`src/rtl/ob_pkg.sv`:
```
// Shared order-book types: quantities and the matcher's registered trade decision.
package ob_pkg;

  localparam int unsigned QTY_W = 16;

  typedef logic [QTY_W-1:0] quantity_t;

  typedef enum logic [1:0] {
    MK_ASK_LM_BID = 2'd0,
    LM_ASK_MK_BID = 2'd1,
    MK_ASK_MK_BID = 2'd2
  } match_kind_t;

  typedef struct packed {
    match_kind_t kind;
    logic        ask_consumed;
    logic        bid_consumed;
    quantity_t   quantity;
    quantity_t   remainder;
  } search_result_t;

endpackage

```
`src/rtl/ob_cntrl_mk_seq.sv`:
```
// Match-sweep sequencer: query, capture, emit and retire trades until empty, limit or stop.
module ob_cntrl_mk_seq
  import ob_pkg::*;
#(
  parameter int unsigned MAX_TRADES    = 16,
  parameter int unsigned SETTLE_CYCLES = 2
) (
  input  logic                                clk,
  input  logic                                rst_n,
  input  logic                                start,
  input  logic                                stop,
  output logic                                busy,
  output logic                                trade_qry,
  input  logic                                trade_vld_r,
  input  search_result_t                      trade_r,
  output logic                                trade_out_vld,
  input  logic                                trade_out_rdy,
  output search_result_t                      trade_out_r,
  output logic                                lm_bid_pop,
  output logic                                lm_ask_pop,
  output logic                                mk_bid_pop,
  output logic                                mk_ask_pop,
  output logic                                lm_bid_upd,
  output logic                                lm_ask_upd,
  output logic                                mk_bid_upd,
  output logic                                mk_ask_upd,
  output quantity_t                           upd_quantity,
  output logic                                done,
  output logic [$clog2(MAX_TRADES+1)-1:0]     done_cnt,
  output logic [1:0]                          done_reason
);

  localparam int unsigned CNT_W = $clog2(MAX_TRADES + 1);
  localparam int unsigned SET_W = $clog2(SETTLE_CYCLES + 1);

  localparam logic [1:0] REASON_EMPTY = 2'd0;
  localparam logic [1:0] REASON_LIMIT = 2'd1;
  localparam logic [1:0] REASON_STOP  = 2'd2;

  typedef enum logic [2:0] {
    IDLE   = 3'd0,
    QRY    = 3'd1,
    WAIT   = 3'd2,
    EMIT   = 3'd3,
    SETTLE = 3'd4,
    DONE   = 3'd5
  } state_t;

  state_t         state, state_nxt;
  logic [CNT_W-1:0] trade_cnt, trade_cnt_nxt;
  logic [SET_W-1:0] settle_cnt, settle_cnt_nxt;
  logic           stop_r, stop_nxt;
  search_result_t hold, hold_nxt;
  logic [CNT_W-1:0] done_cnt_nxt;
  logic [1:0]     done_reason_nxt;
  logic           accept;
  logic           ask_mk, bid_lm, ask_upd, bid_upd;

  // State and datapath registers
  always_ff @(posedge clk or negedge rst_n) begin
    if (!rst_n) begin
      state       <= IDLE;
      trade_cnt   <= '0;
      settle_cnt  <= '0;
      stop_r      <= 1'b0;
      hold        <= '0;
      done_cnt    <= '0;
      done_reason <= '0;
    end else begin
      state       <= state_nxt;
      trade_cnt   <= trade_cnt_nxt;
      settle_cnt  <= settle_cnt_nxt;
      stop_r      <= stop_nxt;
      hold        <= hold_nxt;
      done_cnt    <= done_cnt_nxt;
      done_reason <= done_reason_nxt;
    end
  end

  assign accept = (state == EMIT) && trade_out_rdy;

  // Next-state logic
  always_comb begin
    state_nxt       = state;
    trade_cnt_nxt   = trade_cnt;
    settle_cnt_nxt  = settle_cnt;
    stop_nxt        = stop_r;
    hold_nxt        = hold;
    done_cnt_nxt    = done_cnt;
    done_reason_nxt = done_reason;

    if ((state != IDLE) && stop) stop_nxt = 1'b1;

    case (state)
      IDLE: begin
        stop_nxt = 1'b0;
        if (start) begin
          state_nxt     = QRY;
          trade_cnt_nxt = '0;
        end
      end
      QRY: state_nxt = WAIT;
      WAIT: begin
        if (trade_vld_r) begin
          hold_nxt  = trade_r;
          state_nxt = EMIT;
        end else begin
          state_nxt       = DONE;
          done_cnt_nxt    = trade_cnt;
          done_reason_nxt = REASON_EMPTY;
        end
      end
      EMIT: begin
        if (accept) begin
          trade_cnt_nxt  = trade_cnt + CNT_W'(1);
          settle_cnt_nxt = SET_W'(SETTLE_CYCLES);
          state_nxt      = SETTLE;
        end
      end
      SETTLE: begin
        settle_cnt_nxt = settle_cnt - SET_W'(1);
        if (settle_cnt == SET_W'(1)) begin
          if (trade_cnt == CNT_W'(MAX_TRADES)) begin
            state_nxt       = DONE;
            done_cnt_nxt    = trade_cnt;
            done_reason_nxt = REASON_LIMIT;
          end else if (stop_r) begin
            state_nxt       = DONE;
            done_cnt_nxt    = trade_cnt;
            done_reason_nxt = REASON_STOP;
          end else begin
            state_nxt = QRY;
          end
        end
      end
      DONE:    state_nxt = IDLE;
      default: state_nxt = IDLE;
    endcase
  end

  // Side decode: a malformed "neither consumed" trade updates only the ask side
  always_comb begin
    ask_mk       = 1'b0;
    bid_lm       = 1'b0;
    ask_upd      = 1'b0;
    bid_upd      = 1'b0;
    lm_bid_pop   = 1'b0;
    lm_ask_pop   = 1'b0;
    mk_bid_pop   = 1'b0;
    mk_ask_pop   = 1'b0;
    lm_bid_upd   = 1'b0;
    lm_ask_upd   = 1'b0;
    mk_bid_upd   = 1'b0;
    mk_ask_upd   = 1'b0;
    upd_quantity = '0;
    if (accept) begin
      ask_mk     = (hold.kind != LM_ASK_MK_BID);
      bid_lm     = (hold.kind == MK_ASK_LM_BID);
      ask_upd    = !hold.ask_consumed;
      bid_upd    = !hold.bid_consumed && hold.ask_consumed;
      mk_ask_pop = ask_mk && hold.ask_consumed;
      lm_ask_pop = !ask_mk && hold.ask_consumed;
      mk_bid_pop = !bid_lm && hold.bid_consumed;
      lm_bid_pop = bid_lm && hold.bid_consumed;
      mk_ask_upd = ask_mk && ask_upd;
      lm_ask_upd = !ask_mk && ask_upd;
      mk_bid_upd = !bid_lm && bid_upd;
      lm_bid_upd = bid_lm && bid_upd;
      if (ask_upd || bid_upd) upd_quantity = hold.remainder;
    end
  end

  assign busy          = (state != IDLE);
  assign trade_qry     = (state == QRY);
  assign trade_out_vld = (state == EMIT);
  assign trade_out_r   = hold;
  assign done          = (state == DONE);

endmodule

```
`config.mk`:
```
export PLATFORM = sky130hd
export DESIGN_NAME = ob_cntrl_mk_seq
export DESIGN_NICKNAME = d
export VERILOG_FILES = /design/src/rtl/ob_pkg.sv /design/src/rtl/ob_cntrl_mk_seq.sv
export SDC_FILE = /design/constraint.sdc
export NUM_CORES = 1
export LEC_CHECK = 0
export ABC_AREA = 1
export CAP_MARGIN = 40
export CORE_AREA = 2 2 94 96
export CTS_BUF_LIST = sky130_fd_sc_hd__clkbuf_4
export DETAILED_ROUTE_END_ITERATION = 6
export DIE_AREA = 0 0 96 98
export GPL_TIMING_DRIVEN = 0
export PLACE_DENSITY_LB_ADDON = 0.25
export SLEW_MARGIN = 20
export SYNTH_ARGS = -nofsm -noshare
export SYNTH_HDL_FRONTEND = slang
export SYNTH_SLANG_ARGS = --single-unit
```
`constraint.sdc`:
```
create_clock -name clk -period 1.8 [get_ports clk]
set_clock_uncertainty 0.15 [all_clocks]
set_input_delay 0.18 -clock clk [delete_from_list [all_inputs] [get_ports clk]]
set_output_delay 0.18 -clock clk [all_outputs]
set_load 0.005 [all_outputs]
```
# Word level (Yosys, flattened, before mapping)
# Cells that the tools add are included.
[classes]
n_reduce_logical = 28
muxes = 34
n_addsub = 2
n_eq_ne = 13
[ops]
columns = ["cell", "n"]
rows = [
  ["two-way mux 16 bit", 2],
  ["two-way mux 5 bit", 6],
  ["case mux 5 bit (2 select lines)", 2],
  ["two-way mux 3 bit", 6],
  ["case mux 3 bit (5 select lines)", 1],
  ["logical AND 1 bit", 11],
  ["two-way mux 1 bit", 10],
  ["two-way mux 2 bit", 5],
  ["case mux 2 bit (2 select lines)", 2],
  ["nonzero test 2 bit", 4],
  ["equality test 3 x 2 -> 1 bit (second input constant)", 2],
  ["equality test 3 bit (second input constant)", 2],
  ["!= test 2 bit (second input constant)", 3],
  ["AND reduction 3 bit", 2],
  ["adder 5 x 1 -> 5 bit (second input constant)", 1],
  ["equality test 5 bit (second input constant)", 1],
  ["logical NOT 1 bit", 4],
  ["!= test 2 x 1 -> 1 bit (second input constant)", 2],
  ["AND reduction 2 bit", 2],
  ["AND reduction 4 bit", 1],
  ["equality test 3 x 1 -> 1 bit (second input constant)", 1],
  ["logical NOT 3 bit", 1],
  ["!= test 3 bit (second input constant)", 1],
  ["nonzero test 3 bit", 1],
  ["other kinds (4)", 4],
]
[totals]
register_bits = 54

# Depth between registers and ports, before layout
# Gate-level depths: netlist of the first run.
[logic_depth]
depth_word = 5
depth_mapped = 10
depth_no_buf = 10

# Least setup slack after synthesis of the first run
# Ideal clock, no wire load.
[synth_timing]
path_kind = "reg2out"
startpoint = "reg hold, in the netlist trade_out_r[33]"
endpoint = "out upd_quantity[0]"
t_required_ns = 1.470
path_slack_ns = 0.405
path_buffers = 1
t_arrival_ns = 1.065
stages_incl_launch_ff = 5
path_cell_list = "dfrtp_1 > nand2_1 > clkbuf_1 > nand2_1 > nor2_1"
[synth_between]
elab_chain_cells = 4
word_cells_on_any_way = 5
[synth_rtl]
columns = ["element", "line_no", "rtl"]
rows = [
  ["start: declaration", "ob_cntrl_mk_seq.sv:53", "search_result_t hold, hold_nxt;"],
  ["start signal: assignment", "ob_cntrl_mk_seq.sv:74", "hold <= hold_nxt;"],
  ["logical NOT 1 bit / logical AND 1 bit (equally long branches)", "ob_cntrl_mk_seq.sv:159, ob_cntrl_mk_seq.sv:160", ""],
  ["logical OR 1 bit *", "ob_cntrl_mk_seq.sv:169", "if (ask_upd || bid_upd) upd_quantity = hold.remainder;"],
  ["two-way mux 16 bit *", "ob_cntrl_mk_seq.sv:169", ""],
  ["two-way mux 16 bit *", "ob_cntrl_mk_seq.sv:156", "if (accept) begin"],
  ["end: declaration", "ob_cntrl_mk_seq.sv:27", "output quantity_t upd_quantity,"],
]
# Every way passes the cells marked *; elsewhere a longest branch is shown, timed or not.

# Worst setup path in the final report of the first run
[layout_timing]
startpoint = "reg state[1]"
endpoint = "out upd_quantity[0]"
[layout_between]
elab_chain_cells = 3
[layout_rtl]
columns = ["element", "line_no", "rtl"]
rows = [
  ["start: declaration", "ob_cntrl_mk_seq.sv:49", "state_t state, state_nxt;"],
  ["start signal: assignment", "ob_cntrl_mk_seq.sv:70", "state <= state_nxt;"],
  ["equality test 3 x 2 -> 1 bit", "ob_cntrl_mk_seq.sv:80", "assign accept = (state == EMIT) && trade_out_rdy;"],
  ["logical AND 1 bit", "ob_cntrl_mk_seq.sv:80", ""],
  ["two-way mux 16 bit", "ob_cntrl_mk_seq.sv:156", ""],
]
# No other way between the ends.

==> results of run 1 <==
report_power, final:
group / switching (mW) / internal (mW) / leakage [nW] / total (mW)
combinational: 1.40 / 1.53 / 1.45 / 2.93
clock: 0.387 / 0.288 / 0.0413 / 0.675
sequential: 0.369 / 1.67 / 0.683 / 2.04
worst min-delay path: stages:
cell and delay (ns):
sky130_fd_sc_hd__clkdlybuf4s50_1 0.40, sky130_fd_sc_hd__inv_1 0.06, sky130_fd_sc_hd__o21ai_1 0.06
state kept, by name, indices dropped and copies added, names as in the netlist:
signal,cells
trade_out_r,36
done_cnt,5
trade_cnt,5
state,3
done_reason,2
settle_cnt,2
stop_r,1
stage by stage:
stage          instances  power (mW)  worst slack [ns]  hold WS [ns]
6_report             584       5.653           -0.1265        0.1781
5_1_grt              584       6.108           -0.2133        0.1758
4_1_cts              577       5.442           -0.1993        0.1687
3_5_place_dp         552       4.462           -0.3679        0.1282
3_3_place_gp         552       4.407            -1.329        0.3061
2_1_floorplan        332       3.137            0.4049       -0.2656
cell usage after synthesis, types with 3 or more instances:
| master | instances | area [sq um] |
|---|---|---|
| sky130_fd_sc_hd__nand3_2 | 3 | 30.03 |
| sky130_fd_sc_hd__o21ai_0 | 30 | 150.1 |
| sky130_fd_sc_hd__o21ai_1 | 5 | 25.02 |
| sky130_fd_sc_hd__ha_1 | 3 | 37.54 |
| sky130_fd_sc_hd__a21oi_1 | 5 | 25.02 |
| sky130_fd_sc_hd__nor2_1 | 33 | 123.9 |
| sky130_fd_sc_hd__dfrtp_1 | 54 | 1351 |
| sky130_fd_sc_hd__inv_1 | 53 | 198.9 |
| sky130_fd_sc_hd__nor3_2 | 4 | 40.04 |
| sky130_fd_sc_hd__nand3_1 | 13 | 65.06 |
| sky130_fd_sc_hd__nand2_1 | 96 | 360.4 |
| sky130_fd_sc_hd__nand2_2 | 4 | 25.02 |
| sky130_fd_sc_hd__buf_2 | 7 | 35.03 |
kinds of logic after synthesis:
| logic type | Yosys count | synth area share, % |
|---|---|---|
| XOR/XNOR | 1 | 0.3315 |
| buffers and inverters | 66 | 10.37 |
| AND/OR/NAND/NOR | 166 | 28.60 |
| adder cells (fa/ha/maj) | 3 | 1.421 |
| AO/OA/AOI/OAI | 42 | 8.144 |
| flip-flops | 54 | 51.14 |
area by class of cell:
type	count	area (sq um)	share of cell area (%)
Timing Repair Buffer	137	1266	29.39
Tap cell	108	135.1	3.137
Multi-Input combinational cell	212	1175	27.27
Buffer	12	96.34	2.236
Sequential cell	54	1356	31.48
Clock buffer	5	37.54	0.8713
Inverter	54	202.7	4.705
Clock inverter	2	38.79	0.9004
routing by layer:
| metal | GRT usage (%) | vias to the layer above | wire [um] |
|---|---|---|---|
| met2 | 27.94 | 63 | 3893 |
| met1 | 20.83 | 1216 | 3290 |
| li1 | - | 1307 | - |
| met4 | 4.505 | 0 | 104 |
| met5 | 0 | - | 0 |
| met3 | 3.858 | 7 | 382 |
placed cells by master, fill, tap and decap left out, types with 2 or more instances in the layout:
cell type,synthesis,final
sky130_fd_sc_hd__o21ai_0,30,30
sky130_fd_sc_hd__nand3_4,1,2
sky130_fd_sc_hd__nand2_1,96,94
sky130_fd_sc_hd__nand2_2,4,4
sky130_fd_sc_hd__buf_4,0,15
sky130_fd_sc_hd__dfrtp_2,0,4
sky130_fd_sc_hd__nand2_4,2,4
sky130_fd_sc_hd__nand3_1,13,13
sky130_fd_sc_hd__nor3_4,0,2
sky130_fd_sc_hd__clkbuf_4,0,6
sky130_fd_sc_hd__dfrtp_1,54,50
sky130_fd_sc_hd__clkdlybuf4s50_1,0,81
sky130_fd_sc_hd__clkbuf_2,2,3
sky130_fd_sc_hd__nor4_4,0,2
sky130_fd_sc_hd__buf_6,2,18
sky130_fd_sc_hd__dlygate4sd2_1,0,2
sky130_fd_sc_hd__ha_1,3,3
sky130_fd_sc_hd__nor2_2,1,7
sky130_fd_sc_hd__nand3_2,3,2
sky130_fd_sc_hd__buf_2,7,24
sky130_fd_sc_hd__nor3_2,4,4
sky130_fd_sc_hd__inv_1,53,53
sky130_fd_sc_hd__nor2_4,2,11
sky130_fd_sc_hd__o21ai_1,5,5
sky130_fd_sc_hd__nor2_1,33,18
sky130_fd_sc_hd__nand4_1,2,2
sky130_fd_sc_hd__a21oi_1,5,5
worst max-delay path by stage:
stage | slack (ns) | from | to | cells past startpoint
finish | -0.13 | state[1] | upd_quantity[0] | 8
global route | -0.21 | state[1] | lm_bid_upd | 7
detailed placement | -0.37 | trade_out_r[33] | upd_quantity[13] | 5
CTS | -0.20 | state[1] | trade_out_vld | 5
floorplan | 0.40 | trade_out_r[33] | upd_quantity[0] | 4
global placement | -1.33 | rst_n | trade_out_r[17] | 1
timing repair:
item	CTS	global route
setup buffers	16	6
pin swaps	6	6
gates cloned	1	1
hold buffers	1	0
endpoints found under the hold margin	54	0
gates resized for setup	112	61
endpoints found under the setup margin	28	70
==> parameters.txt, run 1 <==
Parameter                              Value

GRT
  Largest net degree at the start of global routing ... 55
  Number of global-route vias before repair ... 2568
  Global-route wire length before repair ... around 12000 um
  Overflow left after global routing ... 0
  Number of antenna violations at the first check in global routing ... 0
  Global-route usage over all layers ... 16.48%

Die
  Die span in y ... 98 um
  Starting Density ... 31.21%
  I/O pin total ... 113
  Placeable Area ... 8466 sq um
  Site Rows ... 34
  Die Span X ... 96 um
  Area of the die ... roughly 9400 sq um

Worst setup path
  Endpoint arrival time on the critical path ... 1.60 ns
  Crit path cell chain ... buf_6 -> nand2_4 -> nor2_4 -> nand2_4 -> buf_6 -> buf_6 -> nor2_1 -> buf_2
  Cell family with most CP delay ... buffers and inverters
  Required time reported for the critical path endpoint ... roughly 1.5 ns
  Endpoint type of the worst setup path ... primary output
  R2R setup slack ... 0.09 ns
  Startpoint of the worst-slack reg-to-reg timing path ... state[1]
  Number of buffer and inverter stages on the critical path ... 4
  Element type at the critical path start ... register
  CP Class ... reg2out
  Biggest cell delay along the critical path ... 0.37 ns
  Cell occurring most often along the worst timing path ... sky130_fd_sc_hd__buf_6
  Number of cell instances on the worst register-to-register path ... 10
  R2r endpoint ... done_cnt[0]
  Highest net fanout along the worst path ... 7
  Slowest stage cell on the critical path ... sky130_fd_sc_hd__dfrtp_1

Synth
  EDFF count, synth ... 0
  Net count after synthesis ... 377
  Mapped Area ... approximately 2600 sq um
  Number of warnings reported in the yosys synthesis log ... 0
  Predominant post-synthesis flop cell ... sky130_fd_sc_hd__dfrtp_1
  Per-instance average area after synthesis ... 7.959 sq um
  Sequential element share of the synthesized area ... 51.14%
  Number of cells produced by synthesis ... 332
  Count of state elements after synthesis ... 54
  Async set-or-reset flop fraction in the synthesized netlist ... 100.0%
  Distinct cell type count of the synthesized netlist ... 28

Timing
  Post-layout worst setup margin ... -0.1265 ns
  Part of the cycle the worst path needs ... 107.0%
  Worst rel slew slack ... a little over half
  Setup violators final ... 23
  Pins over their slew limit ... 0
  Number of hold-slack violations in the final timing report ... 0
  Setup Total Neg Slack ... -1.430 ns
  Slew of the pin with the lowest slew margin ... 0.6994 ns
  Clock period minus final worst setup slack ... around 1.9 ns
  Top achievable clock speed ... around 520 MHz
  Setup repair after global routing missed its margin ... true

Routing
  Number of DRC violations after detailed-routing iteration 0 ... 106
  Total DRC errors in the routed layout ... 0
  Detailed-route via count ... 2593
  Count of antenna-violating nets left after detailed routing ... 0
  Final wirelength ... between 7000 and 8000 um
  Average vias per placed instance ... approximately 4.4
  DR pass1 iterations ... 4
  Average detailed-routed wire length per instance ... 13.14 um

Layout
  Fill count ... 842
  Fraction of final layout cells with drive strength greater than 1 ... 23.95%
  Core utilization of the finished layout ... 50.89%
  Post-Layout Inst Area ... roughly 4300 sq um
  Area Overhead vs Synth ... 63.02%
  N_diodes ... 0
  Layout net count ... between 500 and 600

Min path
  Capture endpoint of the worst hold path ... trade_out_r[13]
  Classification of the worst-slack hold path ... in2reg
  Worst hold start ... trade_r[13]
  Hold Path Cell Cnt ... 3

Placed design
  Cell area after placement ... 3896 sq um
  HPWL after detailed placement ... 5316 um
  RD Place Congestion ... between 0.7 and 0.8
  Number of buffers inserted by port buffering ... 112

Clock network
  Clock Latency Late Sink ... 0.36 ns
  Clock tree from TritonCTS ... yes
  Root buffer selected by CTS ... sky130_fd_sc_hd__clkbuf_4
  Maximum level of the CTS H-tree ... 2
  Number of clock sinks ... between 50 and 60
  Buffer levels on the longest clock path ... 2
  CTS buffer count ... 5
  Clock transition time at the flip-flop clock pins of the worst setup and hold paths ... between 0.15 and 0.2 ns

Power and ir drop
  Power per cell area ... 1312 nW/um^2
  Leakage dissipation ... 2.171 nW
  VDD IR-drop max ... 0.5542 mV

Outcome
  Outcome ... finished with violations
  Violations in the final reports ... negative setup slack

Job
  MaxCap Viol Count ... 0
No activity file was read; power rests on OpenSTA's default activity.
==> run 2, diff against run 1 <==
--- a/config.mk
+++ b/config.mk
@@ -7,10 +7,10 @@
 export LEC_CHECK = 0
 export ABC_AREA = 1
 export CAP_MARGIN = 40
-export CORE_AREA = 2 2 94 96
+export CORE_AREA = 4 4 96 98
 export CTS_BUF_LIST = sky130_fd_sc_hd__clkbuf_4
 export DETAILED_ROUTE_END_ITERATION = 6
-export DIE_AREA = 0 0 96 98
+export DIE_AREA = 0 0 100 102
 export GPL_TIMING_DRIVEN = 0
 export PLACE_DENSITY_LB_ADDON = 0.25
 export SLEW_MARGIN = 20
==> parameters.txt, run 2 (synthesis gave the netlist of run 1 again) <==
Parameter                              Value

Routing
  DR pass1 iterations ... 4 (unchanged)
  Average vias per placed instance ... 4.400 (was 4.440)
  Number of DRC violations after detailed-routing iteration 0 ... 68 (was 106)
  Total DRC errors in the routed layout ... 0 (unchanged)
  Count of antenna-violating nets left after detailed routing ... 0 (unchanged)
  Final wirelength ... 7390 um (was 7671 um)
  Detailed-route via count ... 2521 (was 2593)
  Average detailed-routed wire length per instance ... 12.90 um (was 13.14 um)

Placed design
  Cell area after placement ... 3896 sq um (unchanged)
  Number of placed cells counting well taps ... 552 (unchanged)
  Post-Place Setup Slack ... -0.3538 ns (was -0.3679 ns)
  HPWL after detailed placement ... 5440 um (was 5316 um)
  Number of buffers inserted by port buffering ... 112 (unchanged)
  RD Place Congestion ... 0.8160 (was 0.7656)

Min path
  Capture endpoint of the worst hold path ... trade_out_r[13] (unchanged)
  Hold Path Cell Cnt ... 3 (unchanged)
  Worst hold start ... trade_r[13] (unchanged)
  Classification of the worst-slack hold path ... in2reg (unchanged)

GRT
  Overflow left after global routing ... 0 (unchanged)
  Number of global-route vias before repair ... 2494 (was 2568)
  Global-route usage over all layers ... 14.71% (was 16.48%)
  Number of antenna violations at the first check in global routing ... 0 (unchanged)
  Largest net degree at the start of global routing ... 55 (unchanged)
  Global-route wire length before repair ... 12140 um (was 12240 um)

Worst setup path
  Startpoint of the worst-slack reg-to-reg timing path ... state[0] (was state[1])
  CP Class ... reg2out (unchanged)
  Highest net fanout along the worst path ... 4 (was 7)
  Number of cell instances on the worst register-to-register path ... 6 (was 10)
  R2R setup slack ... 0.16 ns (was 0.09 ns)
  Element type at the critical path start ... register (unchanged)
  R2r endpoint ... trade_out_r[28] (was done_cnt[0])
  Endpoint type of the worst setup path ... primary output (unchanged)
  Required time reported for the critical path endpoint ... 1.47 ns (about the same)
  Endpoint arrival time on the critical path ... 1.54 ns (was 1.60 ns)

Clock network
  Number of clock sinks ... 54 (unchanged)
  Clock transition time at the flip-flop clock pins of the worst setup and hold paths ... 0.17 ns (was 0.16 ns)
  Buffer levels on the longest clock path ... 2 (unchanged)
  CTS buffer count ... 5 (unchanged)
  Root buffer selected by CTS ... sky130_fd_sc_hd__clkbuf_4 (unchanged)
  Clock tree from TritonCTS ... yes (unchanged)
  Clock Latency Late Sink ... 0.37 ns (was 0.36 ns)
  Maximum level of the CTS H-tree ... 2 (unchanged)

Layout
  Layout Cells excl Fill ... 573 (was 584)
  Layout net count ... 509 (was 521)
  Post-Layout Inst Area ... 4058 sq um (was 4308 sq um)
  Area Overhead vs Synth ... 53.55% (was 63.02%)
  Largest register FFs ... 36 (unchanged)
  Core utilization of the finished layout ... 47.93% (was 50.89%)
  N_diodes ... 0 (unchanged)
  Highest-count cells in the layout ignoring fill and taps ... sky130_fd_sc_hd__nand2_1, sky130_fd_sc_hd__clkdlybuf4s50_1, sky130_fd_sc_hd__inv_1 (unchanged)
  Leading cell type in the layout, fill and taps excluded ... sky130_fd_sc_hd__nand2_1 (unchanged)
  Fraction of final layout cells with drive strength greater than 1 ... 21.51% (was 23.95%)

Die
  Site Rows ... 34 (unchanged)
  Placeable Area ... 8466 sq um (unchanged)
  I/O pin total ... 113 (unchanged)
  Die span in y ... 102 um (was 98 um)
  Starting Density ... 31.21% (unchanged)
  Die Span X ... 100 um (was 96 um)
  Area of the die ... 10200 sq um (was 9408 sq um)

Power and ir drop
  Leakage dissipation ... 2.073 nW (was 2.171 nW)
  Power per cell area ... 1303 nW/um^2 (was 1312 nW/um^2)
  Power, Total ... 5.287 mW (was 5.653 mW)
  VDD IR-drop max ... 0.5040 mV (was 0.5542 mV)

Timing
  Number of hold-slack violations in the final timing report ... 0 (unchanged)
  Setup Total Neg Slack ... -0.4999 ns (was -1.430 ns)
  Top achievable clock speed ... 533.9 MHz (was 519.1 MHz)
  Setup violators final ... 14 (was 23)
  Worst rel slew slack ... 53.81% (was 53.38%)
  Setup repair after global routing missed its margin ... true (unchanged)
  Post-layout worst setup margin ... -0.07307 ns (was -0.1265 ns)
  Pins over their slew limit ... 0 (unchanged)
  Clock period minus final worst setup slack ... 1.873 ns (was 1.926 ns)
  Worst hold slack across all endpoints ... 0.1738 ns (was 0.1781 ns)
  Slew of the pin with the lowest slew margin ... 0.6928 ns (was 0.6994 ns)
  Part of the cycle the worst path needs ... 104.1% (was 107.0%)

Outcome
  Outcome ... finished with violations (unchanged)
  Violations in the final reports ... negative setup slack (unchanged)

Job
  MaxCap Viol Count ... 0 (unchanged)
-- run 2: worst max-delay path: stages, from the launching register on --
cell and delay (ns):
sky130_fd_sc_hd__dfrtp_2 0.39, sky130_fd_sc_hd__buf_4 0.11, sky130_fd_sc_hd__nand2_4 0.04, sky130_fd_sc_hd__nor2_4 0.10, sky130_fd_sc_hd__nand2_4 0.09, sky130_fd_sc_hd__buf_4 0.16, sky130_fd_sc_hd__nor4_2 0.11, sky130_fd_sc_hd__buf_2 0.16
-- run 2: worst max path at each step --
stage	start	endpoint	slack, ns	cells past startpoint
4_1_cts	state[1]	lm_ask_upd	-0.15	7
3_5_place_dp	trade_out_r[33]	upd_quantity[1]	-0.35	5
3_3_place_gp	rst_n	trade_cnt[3]	-1.37	1
5_1_grt	state[1]	mk_bid_pop	-0.22	7
6_report	state[0]	lm_bid_upd	-0.07	7
2_1_floorplan	trade_out_r[33]	upd_quantity[0]	0.40	4
-- run 2: final cells by class --
type	instances	area [sq um]
flip-flops and latches	54	1355
clock buffers	5	37.54
repair buffers	126	1107
plain buffers	11	80.08
clock inverters	3	21.27
fillers	837	4408
well taps	108	135.1
inverters	54	205.2
multi-input cells	212	1116
-- run 2: power by group --
| part | internal [mW] | switching [mW] |
|---|---|---|
| sequential | 1.67 | 0.347 |
| combinational | 1.40 | 1.33 |
| clock | 0.153 | 0.394 |
-- run 2: timing repair --
item,4_1_cts,5_1_grt
pin swaps,2,4
endpoints found under the setup margin,28,29
setup buffers,8,6
hold buffers,1,0
gates resized for setup,120,28
endpoints found under the hold margin,54,0
-- run 2: layer usage --
| layer | up-vias | part of all wire, % | global-route usage [%] |
|---|---|---|---|
| met2 | 61 | 49 | 25.35 |
| met1 | 1174 | 43 | 18.77 |
| met4 | 0 | 1.1 | 3.731 |
| met3 | 6 | 6.0 | 3.413 |
| li1 | 1280 | - | - |
| met5 | - | 0 | 0 |
